<file path="src/rtl/display_pkg.sv">
// Shared constants for the multiplexed 7-segment display: segment codes
// {g,f,e,d,c,b,a} and anode enables (both active-low), plus the scan FSM states.
package display_pkg;

    localparam logic [6:0] SEG_0     = 7'b1000000;
    localparam logic [6:0] SEG_1     = 7'b1111001;
    localparam logic [6:0] SEG_2     = 7'b0100100;
    localparam logic [6:0] SEG_3     = 7'b0110000;
    localparam logic [6:0] SEG_4     = 7'b0011001;
    localparam logic [6:0] SEG_5     = 7'b0010010;
    localparam logic [6:0] SEG_6     = 7'b0000010;
    localparam logic [6:0] SEG_7     = 7'b1111000;
    localparam logic [6:0] SEG_8     = 7'b0000000;
    localparam logic [6:0] SEG_9     = 7'b0010000;
    localparam logic [6:0] SEG_MINUS = 7'b0111111;
    localparam logic [6:0] SEG_BLANK = 7'b1111111;
    localparam logic [6:0] SEG_E     = 7'b0000110;

    localparam logic [3:0] AN_OFF = 4'b1111;
    localparam logic [3:0] AN_D0  = 4'b1110;
    localparam logic [3:0] AN_D1  = 4'b1101;
    localparam logic [3:0] AN_D2  = 4'b1011;
    localparam logic [3:0] AN_D3  = 4'b0111;

    typedef enum logic {
        BLANK = 1'b0,
        SCAN  = 1'b1
    } state_t;

    function automatic logic [3:0] anode_for(input logic [1:0] idx);
        case (idx)
            2'd0:    anode_for = AN_D0;
            2'd1:    anode_for = AN_D1;
            2'd2:    anode_for = AN_D2;
            default: anode_for = AN_D3;
        endcase
    endfunction

endpackage

</file>
<file path="src/rtl/decodificador_7seg.sv">
// Combinational BCD-to-7-segment decoder (active-low). Values 10..15 show 'E';
// the blank flag forces all segments off.
module decodificador_7seg
    import display_pkg::*;
(
    input  logic [3:0] digito,
    input  logic       apagar,
    output logic [6:0] segmentos
);

    always_comb begin
        segmentos = SEG_E;
        if (apagar) begin
            segmentos = SEG_BLANK;
        end else begin
            case (digito)
                4'd0:    segmentos = SEG_0;
                4'd1:    segmentos = SEG_1;
                4'd2:    segmentos = SEG_2;
                4'd3:    segmentos = SEG_3;
                4'd4:    segmentos = SEG_4;
                4'd5:    segmentos = SEG_5;
                4'd6:    segmentos = SEG_6;
                4'd7:    segmentos = SEG_7;
                4'd8:    segmentos = SEG_8;
                4'd9:    segmentos = SEG_9;
                default: segmentos = SEG_E;
            endcase
        end
    end

endmodule

</file>
<file path="src/rtl/display_mux_7seg.sv">
// Latches a signed BCD number on load and scans it onto a 4-digit common-anode
// display with a blanking cycle per digit switch. Define DISPLAY_ZERO_BLANK_EN for leading-zero suppression.
module display_mux_7seg
    import display_pkg::*;
#(
    parameter int DIV   = 50000,
    parameter int CNT_W = 20
) (
    input  logic       clk,
    input  logic       rst,
    input  logic       load,
    input  logic [3:0] centena,
    input  logic [3:0] dezena,
    input  logic [3:0] unidade,
    input  logic       neg,
    output logic [3:0] anodo,
    output logic [6:0] segmentos
);

`ifdef DISPLAY_ZERO_BLANK_EN
    localparam bit ZERO_BLANK = 1'b1;
`else
    localparam bit ZERO_BLANK = 1'b0;
`endif

    localparam logic [CNT_W-1:0] LAST_COUNT = CNT_W'(DIV - 1);

    logic [3:0]       centena_q, dezena_q, unidade_q;
    logic             neg_q;
    logic [CNT_W-1:0] prescaler;
    logic             tick;
    state_t           state, next_state;
    logic [1:0]       idx, next_idx;
    logic [3:0]       anodo_next;
    logic [6:0]       segmentos_next;
    logic [3:0]       dec_digito;
    logic             dec_apagar;
    logic [6:0]       dec_segmentos;

    always_ff @(posedge clk or posedge rst) begin
        if (rst) begin
            centena_q <= 4'd0;
            dezena_q  <= 4'd0;
            unidade_q <= 4'd0;
            neg_q     <= 1'b0;
        end else if (load) begin
            centena_q <= centena;
            dezena_q  <= dezena;
            unidade_q <= unidade;
            neg_q     <= neg;
        end
    end

    // The prescaler wraps together with the slot end, so it is 0 during every BLANK cycle.
    assign tick = (prescaler == LAST_COUNT);

    always_ff @(posedge clk or posedge rst) begin
        if (rst) begin
            prescaler <= '0;
        end else if (tick) begin
            prescaler <= '0;
        end else begin
            prescaler <= prescaler + CNT_W'(1);
        end
    end

    always_ff @(posedge clk or posedge rst) begin
        if (rst) begin
            state <= BLANK;
            idx   <= 2'd0;
        end else begin
            state <= next_state;
            idx   <= next_idx;
        end
    end

    always_comb begin
        next_state = state;
        next_idx   = idx;
        case (state)
            BLANK: next_state = SCAN;
            SCAN: begin
                if (tick) begin
                    next_state = BLANK;
                    next_idx   = idx + 2'd1;
                end
            end
            default: next_state = BLANK;
        endcase
    end

    always_comb begin
        dec_digito = unidade_q;
        dec_apagar = 1'b0;
        case (idx)
            2'd0: dec_digito = unidade_q;
            2'd1: begin
                dec_digito = dezena_q;
                dec_apagar = ZERO_BLANK && (centena_q == 4'd0) && (dezena_q == 4'd0);
            end
            2'd2: begin
                dec_digito = centena_q;
                dec_apagar = ZERO_BLANK && (centena_q == 4'd0);
            end
            default: begin
                dec_digito = 4'd0;
                dec_apagar = 1'b1;
            end
        endcase
    end

    decodificador_7seg u_decodificador (
        .digito    (dec_digito),
        .apagar    (dec_apagar),
        .segmentos (dec_segmentos)
    );

    // The sign slot bypasses the decoder since minus is not a BCD value.
    always_comb begin
        anodo_next     = AN_OFF;
        segmentos_next = SEG_BLANK;
        if (state == SCAN) begin
            anodo_next = anode_for(idx);
            if (idx == 2'd3) begin
                segmentos_next = neg_q ? SEG_MINUS : SEG_BLANK;
            end else begin
                segmentos_next = dec_segmentos;
            end
        end
    end

    always_ff @(posedge clk or posedge rst) begin
        if (rst) begin
            anodo     <= AN_OFF;
            segmentos <= SEG_BLANK;
        end else begin
            anodo     <= anodo_next;
            segmentos <= segmentos_next;
        end
    end

endmodule

</file>
<file path="config.mk">
export PLATFORM = sky130hd
export DESIGN_NAME = display_mux_7seg
export DESIGN_NICKNAME = d
export VERILOG_FILES = /design/src/rtl/display_pkg.sv /design/src/rtl/decodificador_7seg.sv /design/src/rtl/display_mux_7seg.sv
export SDC_FILE = /design/constraint.sdc
export NUM_CORES = 1
export LEC_CHECK = 0
export CAP_MARGIN = 20
export CELL_PAD_IN_SITES_DETAIL_PLACEMENT = 1
export CELL_PAD_IN_SITES_GLOBAL_PLACEMENT = 2
export CORE_UTILIZATION = 39
export CTS_CLUSTER_SIZE = 10
export DETAILED_ROUTE_END_ITERATION = 10
export GPL_ROUTABILITY_DRIVEN = 1
export PLACE_DENSITY = 0.87
export SLEW_MARGIN = 20
export SYNTH_ARGS = -nofsm -noshare
export SYNTH_HDL_FRONTEND = slang
export SYNTH_SLANG_ARGS = --single-unit
</file>
<file path="constraint.sdc">
create_clock -name clk -period 6.35 [get_ports clk]
set_input_delay 1.27 -clock clk [delete_from_list [all_inputs] [get_ports clk]]
set_output_delay 1.27 -clock clk [all_outputs]
set_load 0.1 [all_outputs]
</file>
# [Word-level counts from Yosys, hierarchy flattened]
# Memories as Yosys holds them, arrays and structs flattened.
# Cells that the tools add are included.
[totals] word_cells=30 latchBits=0 n_memories=1 romBits=112 out_inout_bits=11 ff_bits=47 ram_bits=0 in_bits=16
[op_classes] n_mul=0 eq_ne=4 mux=10 n_addsub=2 magnitude_cmp=0 n_shift=0 n_div=0 n_reduce_logical=3 n_bitwise=1
[memory_table] memory="(name not given)" words=16 width=7 rd=1 rd_ports_with_merged_regs=0 wr=0 line="decodificador_7seg.sv:16" text="case (digito)"
[ops] operator="$mux W7" count=4
[ops] operator="$pmux W4 S3" count=2
[ops] operator="$add A20 B1 Y20 const B" count=1
[ops] operator="$eq A20 B16 Y1 const B" count=1
[ops] operator="$mux W20" count=1
[ops] operator="$eq A2 B2 Y1 const B" count=2
[ops] operator="$mux W4" count=1
[ops] operator="$reduce_or A3 Y1" count=1
[ops] operator="$add A2 B1 Y2 const B" count=1
[ops] operator="$eq A2 B1 Y1 const B" count=1
[ops] operator="$logic_not A2 Y1" count=1
[ops] operator="$pmux W1 S2" count=1
[ops] operator="$reduce_and A2 Y1" count=1
[ops] operator="$mux W1" count=1
[ops] operator="$not A1 Y1" count=1

# [Logic depth before layout (Yosys ltp)]
# Gate-level depths: netlist of run 1.
# An unclocked memory read counts as a cell.
[depth] word_depth=6 depth_mapped=9 depth_no_buf=9

# [By module]
# Synthesis of run 1 repeated with hierarchy kept, for this count alone.
[hier_totals] cells_unflattened=194 area_unflattened_um2=2212.1
[modules_own_cells] mod="display_mux_7seg" cells_each=162 area_each_um2=1990.7 seq_area_each_um2=1189.9 n_inst=1
[modules_own_cells] mod="decodificador_7seg" cells_each=32 area_each_um2=221.5 seq_area_each_um2=0.0 n_inst=1

# [Worst setup path after synthesis of run 1]
# OpenSTA, ideal clock, no wires.
[synth_path] kind="reg2reg" startpoint="register idx[0]" endpoint="register segmentos[6]" required_ns=6.255 path_stages_with_launch=10 n_path_buf=0 arrival_time_ns=2.153 path_slack_ns=4.102 period_less_slack_ns=2.248 setup_time_ns=0.095 cell_sequence="dfrtp_1 inv_1 ha_1 a222oi_1 or2_2 inv_1 ha_1 nor2b_1 a2111oi_0 a311oi_1"
[synth_via] elab_chain_cells=6 word_cells_on_any_way=10 classes_between="eq/ne: 3; mux: 4; reduce/logical: 2; memory: 1"
[synth_lines] item="start: declaration" line="display_mux_7seg.sv:33" text="logic [1:0] idx, next_idx;"
[synth_lines] item="start signal: assignment" line="display_mux_7seg.sv:73" text="idx <= next_idx;"
[synth_lines] item="$eq A2 B2 Y1, or another cell as far along" line="display_mux_7seg.sv:95" text="case (idx)"
[synth_lines] item="$pmux W4 S3" line="display_mux_7seg.sv:95"
[synth_lines] item="$mem_v2 Z16 W7"
[synth_lines] item="$mux W7" line="decodificador_7seg.sv:13" text="if (apagar) begin"
[synth_lines] item="$mux W7 (*)" line="display_mux_7seg.sv:124" text="if (idx == 2'd3) begin"
[synth_lines] item="$mux W7 (*)" line="display_mux_7seg.sv:122" text="if (state == SCAN) begin"
[synth_lines] item="named net segmentos_next[6]" line="display_mux_7seg.sv:35" text="logic [6:0] segmentos_next;"
[synth_lines] item="end signal: assignment" line="display_mux_7seg.sv:138" text="segmentos <= segmentos_next;"
[synth_lines] item="end: declaration" line="display_mux_7seg.sv:17" text="output logic [6:0] segmentos"
# Mark *: on every way through the listed nets, which the timed path passes. The rest lies on a longest branch.
# A chain may end at the register's enable or synchronous reset.

# [Worst setup path after layout of run 1]
[layout_path] startpoint="register anodo[1]" endpoint="output port anodo[1]"
[layout_lines] item="start: declaration" line="display_mux_7seg.sv:16" text="output logic [3:0] anodo,"
[layout_lines] item="start signal: assignment" line="display_mux_7seg.sv:137" text="anodo <= anodo_next;"
# No word-level cell between the ends.

==> results by group, run 1 <==
Outcome
  – Status: finished clean

Synth
  – Post-synth EDFFs: 0
  – Synth area leader: dfrtp_1
  – Syn_nets: 214
  – Dominant synthesized flop cell: dfrtp_1
  – Cell Area, Synth: 2178 um^2
  – Synth top area cells: dfrtp_1 41%, dfstp_2 13%, mux2_2 6.7%
  – Cells after synthesis: 187
  – Yosys warnings: 0
  – Syn Area/Cell: 11.65 um^2
  – Sequential-to-total area share from yosys stat: 54.62%
  – Post-synth top area share: 41.36%
  – Async SR Flop Fraction: 100.0%
  – Synth unique cells: 38
  – Seq cells post-synth: 47

Layout
  – Design area: 2628 um^2
  – N_diodes: 0
  – Layout cell share with drive strength beyond 1: 18.18%
  – Final Util: 50.17%
  – Most common cell after layout, fill and taps aside: dfrtp_1
  – Area delta synth->final: 20.62%
  – Finished Layout Cells: 290
  – # nets final: 246
  – Leading cell types in the layout, fill and taps excluded: 36 x dfrtp_1, 26 x clkdlybuf4s50_1, 19 x nor2_1

Worst setup path
  – CP peak stage delay: 1.13 ns
  – Worst EP arrival: 1.95 ns
  – CP delay by family, top: buffers and inverters
  – Worst path bufs/invs: 1
  – Worst EP required: 5.08 ns
  – Slowest-stage cell, CP: clkdlybuf4s50_1
  – Crit path cell chain: clkdlybuf4s50_1
  – Nature of the critical path startpoint: flip-flop
  – CP Capture Type: output port
  – Worst-path fanout max: 1
  – CP Class: reg2out

GRT
  – Vias in the first global route: 1640
  – Initial antenna violation count: 0
  – Largest net degree at the start of global routing: 48
  – First-pass GRT wire length: 7.900 mm
  – Grt ovf: 0
  – Total track usage: 17.07%

STA
  – Max Slew Vio Count: 0
  – RSZ-0062 raised after global routing: false
  – Final setup margin: 3.127 ns
  – Post-Route Skew: 0.008525 ns
  – Setup Viol. Count Final: 0
  – Slew at the pin closest to its max-slew limit: 0.9732 ns
  – Final Hold Viols: 0
  – Tmin final: 3.223 ns
  – Period utilisation layout: 50.75%
  – Final setup TNS: 0 ns
  – Relative slew slack: 34.92%
  – Fmax: 310.3 MHz

CTS
  – # hold bufs at CTS: 0
  – CTS Sinks: 47
  – H-Tree Depth: 2
  – Post-CTS Setup Bufs: 0
  – TritonCTS clock tree: yes
  – Clock Latency Late Sink: 0.29 ns
  – Max Root-Sink Buffers: 2
  – Clock-pin slew on the worst setup and hold paths: 0.09 ns
  – CTS Root Cell: clkbuf_8
  – Cts repair resizes: 0
  – Num CTS Buffers: 5

Floorplanning
  – Row cnt: 26
  – Die extent in y: 76.74 um
  – Ports: 27
  – Die ar.: 5888 um^2
  – Starting Density: 41.59%
  – Die width: 76.74 um
  – Core footprint: 5238 um^2

Drt
  – Total wire length: 4.356 mm
  – Routed Antenna Nets: 0
  – DR vias: 1483
  – Routed len/inst: 15.02 um
  – Vias/cell: 5.114
  – Remaining DRCs: 0
  – DRT iter0 DRCs: 46
  – 1st-pass router iterations: 5

Placement
  – GPL Wtd Cong: 0.7560
  – Final HPWL DP: 3.180 mm
  – # port buffers: 26
  – Placement Setup Slack: 3.440 ns
  – DP Area: 2519 um^2
  – Placed Cells incl. Taps: 280

Flow run
  – Maxcap violations: 0

Power
  – Pwr dens: 239.0 nW/um^2
  – Worst vdd ir: 0.0001122 V
  – Lkg Pwr: 1.168 nW

Min path
  – Hold Crit Class: reg2reg
-- flip-flops by register name, summed over array words and instances (netlist names) --
name / count
centena_q: 4
dezena_q: 4
state: 1
segmentos: 7
neg_q: 1
unidade_q: 4
anodo: 4
prescaler: 20
idx: 2
-- path summary, 6_finish.rpt --
check                                   startpoint                       to  slack, ns  cells after the start
max in group asynchronous                      rst  prescaler[19]$_DFF_PP0_       4.53                      3
worst min register to register   neg_q$_DFFE_PP0P_   segmentos[6]$_DFF_PP1_       0.49                      1
min in group asynchronous                      rst   prescaler[3]$_DFF_PP0_       1.43                      3
worst max-delay path            anodo[1]$_DFF_PP1_                 anodo[1]       3.13                      1
worst max register to register  idx[0]$_DFFE_PP0P_   segmentos[6]$_DFF_PP1_       3.62                      9
worst min-delay path             neg_q$_DFFE_PP0P_   segmentos[6]$_DFF_PP1_       0.49                      1
-- worst reg2reg max path, delay by kind of cell, from the launching register on --
family / cells / cell delay (ns)
AO/OA/AOI/OAI: 3 / 1.17
adder cells (fa/ha/maj): 2 / 0.47
buffers and inverters: 2 / 0.16
flip-flops: 1 / 0.43
AND/OR/NAND/NOR: 2 / 0.41
-- synthesized netlist by cell type, drive strengths merged (2+ instances only) --
master and n:
dfrtp 36, nor2 19, mux2 14, nand2 12
xnor2 12, dfstp 11, ha 11, inv 9
nand3 7, xor2 7, a222oi 4, nor3 4
nor4 4, clkbuf 3, nand4 3, nor2b 3
o21ai 3, a21oi 2, and3 2, nand2b 2
nand3b 2, or2 2, or3 2
-- logic make-up (layout without fill, tap and decap cells) --
kind of cell | Yosys count | after routing | synth area share [%]
flops | 47 | 47 | 54.62
xor+xnor | 19 | 19 | 7.639
buf+inv | 13 | 46 | 2.240
fa+ha+maj | 11 | 11 | 6.318
mux | 15 | 15 | 7.869
compound gates | 17 | 17 | 6.146
simple gates | 65 | 65 | 15.16
-- layout make-up --
cell class | instances | area, um^2
fillers | 566 | 2610
flip-flops and latches | 47 | 1190
multi-input cells | 127 | 939.7
repair buffers | 29 | 277.8
well taps | 70 | 87.58
clock buffers | 6 | 82.58
inverters | 9 | 33.78
clock inverters | 2 | 16.27
-- metal layers --
| metal | share of wire, % | wire (um) | global-route usage [%] | vias to the layer above |
|---|---|---|---|---|
| li1 | - | - | - | 714 |
| met1 | 43 | 1893 | 20.57 | 739 |
| met2 | 52 | 2279 | 30.27 | 23 |
| met3 | 2.9 | 128 | 3.810 | 7 |
| met4 | 1.3 | 55 | 5.000 | 0 |
| met5 | 0 | 0 | 0 | - |
-- per-stage QoR --
| stage | total power [W] | hold slack, ns |
|---|---|---|
| finish | 0.0006279 | 0.4852 |
| global route | 0.0006590 | 0.5223 |
| CTS | 0.0006367 | 0.4956 |
| detailed placement | 0.0004446 | 0.4828 |
| global placement | 0.0004406 | 0.4538 |
| floorplan | 0.0004128 | 0.4105 |
-- report_power, final --
part	internal [W]	total (W)	switching (W)
combinational	0.0000384	0.000114	0.0000757
clock	0.0000889	0.000189	0.000100
sequential	0.000318	0.000324	0.00000625
total	0.000445	0.000628	0.000182
Note: power is estimated with default switching activity, not from simulation.
==> run 2, diff against run 1 <==
--- a/config.mk
+++ b/config.mk
@@ -8,11 +8,11 @@
 export CAP_MARGIN = 20
 export CELL_PAD_IN_SITES_DETAIL_PLACEMENT = 1
 export CELL_PAD_IN_SITES_GLOBAL_PLACEMENT = 2
-export CORE_UTILIZATION = 39
+export CORE_UTILIZATION = 33
 export CTS_CLUSTER_SIZE = 10
 export DETAILED_ROUTE_END_ITERATION = 10
 export GPL_ROUTABILITY_DRIVEN = 1
-export PLACE_DENSITY = 0.87
+export PLACE_DENSITY = 0.79
 export SLEW_MARGIN = 20
 export SYNTH_ARGS = -nofsm -noshare
 export SYNTH_HDL_FRONTEND = slang
==> constraint.sdc (replaced) <==
create_clock -name clk -period 2.6 [get_ports clk]
set_input_delay 0.52 -clock clk [delete_from_list [all_inputs] [get_ports clk]]
set_output_delay 0.52 -clock clk [all_outputs]
set_load 0.1 [all_outputs]
==> run 2 against run 1 <==
Largest cell class unchanged. Sequential power rose by 150%. First-iteration DRC count grew 28%. Count of clock-buffer cells in the layout stayed put.
==> results by group, run 2 (synthesized netlist as in run 1, its figures left out) <==
CTS
  – Num CTS Buffers: 5
  – Max Root-Sink Buffers: 2
  – TritonCTS clock tree: yes
  – CTS Root Cell: clkbuf_8
  – CTS Sinks: 47
  – Clock Latency Late Sink: 0.30 ns
  – Clock-pin slew on the worst setup and hold paths: 0.09 ns
  – H-Tree Depth: 2
  – # hold bufs at CTS: 0

Worst setup path
  – Worst EP required: 2.82 ns
  – Slowest-stage cell, CP: dfrtp_1
  – CP Class: reg2reg
  – Crit path cell chain: inv_1, ha_1, a222oi_1, or2_2, inv_1, ha_1, nor2b_1, a2111oi_0, a311oi_1
  – CP Capture Type: flip-flop
  – Nature of the critical path startpoint: flip-flop
  – CP peak stage delay: 0.44 ns
  – Worst-path fanout max: 5
  – Worst EP arrival: 2.65 ns

Layout
  – Most common cell after layout, fill and taps aside: dfrtp_1
  – Biggest register: prescaler
  – Max reg flops: 20
  – # nets final: 250
  – Leading cell types in the layout, fill and taps excluded: 36 x dfrtp_1, 19 x nor2_1, 18 x buf_4
  – Final Util: 41.64%
  – Layout cell share with drive strength beyond 1: 25.00%
  – Area delta synth->final: 21.37%
  – Largest regs: prescaler: 20 flops, segmentos: 7 flops
  – Finished Layout Cells: 301
  – N_diodes: 0

STA
  – Final Hold Viols: 0
  – Tmin final: 2.422 ns
  – Fmax: 412.8 MHz
  – Final setup TNS: 0 ns
  – Relative slew slack: 59.97%
  – Max Slew Vio Count: 0
  – Hold slack final: 0.4593 ns
  – Setup Viol. Count Final: 0
  – Period utilisation layout: 93.17%
  – Slew at the pin closest to its max-slew limit: 0.6005 ns
  – Post-Route Skew: 0.01098 ns

GRT
  – Grt ovf: 0
  – Total track usage: 14.03%
  – Largest net degree at the start of global routing: 48
  – Initial antenna violation count: 0
  – Vias in the first global route: 1638
  – First-pass GRT wire length: 7.790 mm

Drt
  – Total wire length: 4.451 mm
  – DR vias: 1511
  – Routed len/inst: 14.79 um
  – DRT iter0 DRCs: 59
  – Vias/cell: 5.020
  – 1st-pass router iterations: 6
  – Routed Antenna Nets: 0
  – Remaining DRCs: 0

Outcome
  – Status: finished clean

Floorplanning
  – Starting Density: 34.31%
  – Die ar.: 6930 um^2
  – Die extent in y: 83.25 um
  – Ports: 27
  – Row cnt: 29
  – Die width: 83.25 um
  – Core footprint: 6350 um^2

Placement
  – GPL Wtd Cong: 0.7372
  – Placed Cells incl. Taps: 292
  – # port buffers: 26
  – Final HPWL DP: 3.150 mm

Power
  – Pwr dens: 585.6 nW/um^2
  – Worst vdd ir: 0.0002592 V
  – Flop pwr share: 51.3%
  – Total power: 0.001548 W
  – Lkg Pwr: 1.202 nW
  – Combinational Power Share: 18.0%
  – Clock power share: 30.6%
  – Sw frac: 29.68%
  – P_int: 0.001089 W
  – Switching pwr: 0.0004594 W

Flow run
  – Maxcap violations: 0

Min path
  – Hold Crit Class: reg2reg
## run 2: changes by cell type in the layout (fill, tap and decap cells not counted)
cell,previous run,this run
clkbuf_2,1,0
buf_2,1,0
clkdlybuf4s50_1,26,15
inv_2,0,1
buf_4,1,18
clkinv_1,1,0
## run 2: routing by layer
layer  wire length (um)  up-vias  global-route usage (%)
li1                   -      721                       -
met2               2205       28                   23.70
met4                 53        0                   4.232
met3                163        7                   3.280
met5                  0        -                       0
met1               2028      755                   17.83
## run 2: worst paths after layout
path,startpoint,end,slack (ns),cells past startpoint
worst max register to register,idx[0]$_DFFE_PP0P_,segmentos[6]$_DFF_PP1_,0.18,9
worst min-delay path,neg_q$_DFFE_PP0P_,segmentos[6]$_DFF_PP1_,0.46,1
worst max-delay path,idx[0]$_DFFE_PP0P_,segmentos[6]$_DFF_PP1_,0.18,9
max in group asynchronous,rst,prescaler[5]$_DFF_PP0_,1.50,3
min in group asynchronous,rst,centena_q[1]$_DFFE_PP0P_,0.67,3
worst min register to register,neg_q$_DFFE_PP0P_,segmentos[6]$_DFF_PP1_,0.46,1
## run 2: power groups by stage
stage	Combinational, W	Clock, W	Sequential [W]
final	0.000279	0.000474	0.000795
after global routing	0.000298	0.000518	0.000799
after CTS	0.000280	0.000500	0.000796
after detailed placement	0.000279	0	0.000810
after global placement	0.000277	0	0.000809
after floorplan	0.0000853	0	0.000923
## run 2: what timing repair did
| action | in CTS | in global routing |
|---|---|---|
| endpoints found under the setup margin | 0 | 1 |
| setup buffers | 0 | 1 |
| resized for setup | 0 | 0 |
## run 2: layout make-up
type                    count  area, um^2
fillers                   683        3706
multi-input cells         127       939.7
flip-flops and latches     47        1190
clock inverters             2       16.27
clock buffers               6       82.58
repair buffers             33       285.3
inverters                   9       33.78
well taps                  77       96.34
## run 2: worst max-delay path: cells and delay by family, from the launching register on
family	cells	cell delay, ns
AOI/OAI and AO/OA	3	0.92
adders and majority gates	2	0.47
buffers and inverters	2	0.17
DFF	1	0.44
and+or+nand+nor	2	0.35
## run 2: through the flow
stage	worst slack, ns	area [um^2]
final	0.1777	2644
after floorplan	0.3517	2178
after CTS	0.2199	2636
after global routing	-0.005955	2644
after detailed placement	0.2366	2537
after global placement	0.3532	2537
==> run 3, diff against run 2 <==
--- a/config.mk
+++ b/config.mk
@@ -5,14 +5,15 @@
 export SDC_FILE = /design/constraint.sdc
 export NUM_CORES = 1
 export LEC_CHECK = 0
+export ABC_AREA = 1
 export CAP_MARGIN = 20
 export CELL_PAD_IN_SITES_DETAIL_PLACEMENT = 1
 export CELL_PAD_IN_SITES_GLOBAL_PLACEMENT = 2
-export CORE_UTILIZATION = 33
+export CORE_UTILIZATION = 31
 export CTS_CLUSTER_SIZE = 10
 export DETAILED_ROUTE_END_ITERATION = 10
 export GPL_ROUTABILITY_DRIVEN = 1
-export PLACE_DENSITY = 0.79
+export PLACE_DENSITY = 0.8
 export SLEW_MARGIN = 20
 export SYNTH_ARGS = -nofsm -noshare
 export SYNTH_HDL_FRONTEND = slang
==> run 3 against run 2 <==
Clock skew down 0.0042 ns. Critical path depth up 2. Synthesized area up 14%. Via count up 25%. Non-clock buffer count down 6. Sequential power down 0.5%. Hold slack better by 0.047 ns.
==> results by group, run 3 <==
CTS
  – TritonCTS clock tree: yes
  – Clock Latency Late Sink: 0.30 ns
  – Num CTS Buffers: 5
  – H-Tree Depth: 2
  – # hold bufs at CTS: 0
  – Cts repair resizes: 0
  – Max Root-Sink Buffers: 2
  – Clock-pin slew on the worst setup and hold paths: 0.09 ns
  – CTS Root Cell: clkbuf_8
  – CTS Sinks: 47
  – Post-CTS Setup Bufs: 0

Synth
  – Post-synth top area share: 36.31%
  – Seq cells post-synth: 47
  – Syn Area/Cell: 8.585 um^2
  – Async SR Flop Fraction: 100.0%
  – Cells after synthesis: 289
  – Most frequent cells after synthesis: 81 x nand2_1, 39 x inv_1, 36 x dfrtp_1
  – Synth top area cells: dfrtp_1 36%, nand2_1 12%, dfstp_2 12%
  – Synth area leader: dfrtp_1
  – Sequential-to-total area share from yosys stat: 47.96%
  – Synth unique cells: 23
  – Cell Area, Synth: 2481 um^2
  – Dominant synthesized flop cell: dfrtp_1
  – Top-count cell post-synth: nand2_1
  – Post-synth EDFFs: 0
  – Yosys warnings: 0
  – Syn_nets: 316

Placement
  – # port buffers: 26
  – Final HPWL DP: 4.155 mm
  – DP Area: 2851 um^2
  – GPL Wtd Cong: 0.7423
  – Placed Cells incl. Taps: 416

Power
  – Worst vdd ir: 0.0001598 V
  – Pwr dens: 522.0 nW/um^2
  – Total power: 0.001540 W
  – Lkg Pwr: 1.423 nW

STA
  – Relative slew slack: 59.82%
  – Slew at the pin closest to its max-slew limit: 0.6009 ns
  – Tmin final: 1.930 ns
  – RSZ-0062 raised after global routing: false
  – Period utilisation layout: 74.25%
  – Fmax: 518.0 MHz
  – Setup Viol. Count Final: 0
  – Hold slack final: 0.5060 ns
  – Post-Route Skew: 0.006780 ns
  – Max Slew Vio Count: 0
  – Final setup TNS: 0 ns
  – Final Hold Viols: 0

Drt
  – Total wire length: 5.365 mm
  – Remaining DRCs: 0
  – Routed len/inst: 12.65 um
  – DR vias: 1894
  – 1st-pass router iterations: 4
  – Routed Antenna Nets: 0
  – DRT iter0 DRCs: 31
  – Vias/cell: 4.467

Layout
  – # nets final: 348
  – Most common cell after layout, fill and taps aside: nand2_1
  – N_diodes: 0
  – Area delta synth->final: 18.91%
  – Layout cell share with drive strength beyond 1: 18.63%
  – Leading cell types in the layout, fill and taps excluded: 81 x nand2_1, 38 x inv_1, 36 x dfrtp_1
  – Biggest register: prescaler
  – Max reg flops: 20
  – Finished Layout Cells: 424
  – Design area: 2950 um^2
  – Largest regs: prescaler: 20 flops, segmentos: 7 flops

Worst setup path
  – Worst EP arrival: 2.15 ns
  – Slowest-stage cell, CP: dfrtp_1
  – Worst EP required: 2.82 ns
  – CP Capture Type: flip-flop
  – CP Class: reg2reg
  – Crit path cell chain: inv_1, ha_1, nand2_1, nand3_1, nand2_1, inv_1, ha_1, inv_1, nand2_1, o21ai_0, o21ai_0
  – Worst-path fanout max: 5
  – CP peak stage delay: 0.44 ns
  – Nature of the critical path startpoint: flip-flop

GRT
  – Initial antenna violation count: 0
  – Total track usage: 14.00%
  – Vias in the first global route: 1971
  – First-pass GRT wire length: 9.259 mm
  – Grt ovf: 0
  – Largest net degree at the start of global routing: 29

Floorplanning
  – Row cnt: 32
  – Ports: 27
  – Starting Density: 32.11%
  – Die ar.: 8366 um^2
  – Die extent in y: 91.47 um
  – Die width: 91.47 um
  – Core footprint: 7727 um^2

Flow run
  – Maxcap violations: 0

Min path
  – Hold Crit Class: reg2reg

Outcome
  – Status: finished clean
-- run 3: changes by cell type in the layout (fill, tap and decap cells not counted), sizes merged, moves of 3 or more --
cell	previous run	this run
nor2	19	43
inv	9	40
nor3	4	0
nor2b	3	0
nand3	7	20
xor2	7	12
o21ai	3	6
nand2	12	83
a222oi	4	0
nor4	4	0
nand3b	2	5
xnor2	12	0
buf	18	12
-- run 3: through the flow --
stage	setup slack (ns)	utilization (%)
global placement	0.6893	36.90
finish	0.6696	38.18
floorplan	0.9821	-
detailed placement	0.6599	36.90
CTS	0.6401	38.18
global route	0.4426	38.18
-- run 3: logic make-up after synthesis --
group,count (synthesis),synth area share (%)
flip-flops,47,47.96
multiplexers,12,5.446
AO/OA/AOI/OAI,9,1.916
adder cells (fa/ha/maj),11,5.547
AND/OR/NAND/NOR,156,28.44
XOR/XNOR,12,4.236
buffers and inverters,42,6.455
-- run 3: layout make-up --
class | instances | area, um^2
fillers | 937 | 4777
inverters | 40 | 150.1
clock buffers | 6 | 82.58
flip-flops and latches | 47 | 1190
well taps | 102 | 127.6
multi-input cells | 200 | 1131
repair buffers | 27 | 252.7
clock inverters | 2 | 16.27
-- run 3: per-layer routing --
metal  track usage [%]  vias to the layer above  part of all wire [%]
li1                  -                      958                     -
met1             17.05                      903                    46
met2             25.06                       25                    50
met3             2.764                        8                   3.4
met4             3.571                        0                  0.93
met5                 0                        -                     0
-- run 3: critical path: cells and delay by family (launching register included) --
family / cells / cell delay [ns]
compound gates: 2 / 0.26
fa+ha+maj: 2 / 0.47
buf+inv: 3 / 0.29
flops: 1 / 0.44
simple gates: 4 / 0.40
-- run 3: worst paths after layout --
kind                                          from                      end  depth (start not counted)  slack [ns]
setup / recovery                idx[0]$_DFFE_PP0P_   segmentos[0]$_DFF_PP1_                         11        0.67
hold / removal             prescaler[13]$_DFF_PP0_  prescaler[13]$_DFF_PP0_                          1        0.51
setup reg to reg                idx[0]$_DFFE_PP0P_   segmentos[0]$_DFF_PP1_                         11        0.67
hold reg to reg            prescaler[13]$_DFF_PP0_  prescaler[13]$_DFF_PP0_                          1        0.51
max in group asynchronous                      rst   segmentos[5]$_DFF_PP1_                          3        1.47
min in group asynchronous                      rst   prescaler[3]$_DFF_PP0_                          2        0.56
-- run 3: power breakdown --
part           total [W]  switching [W]  internal [W]
Combinational   0.000271       0.000190     0.0000808
Clock           0.000478       0.000260      0.000218
Sequential      0.000791      0.0000136      0.000778
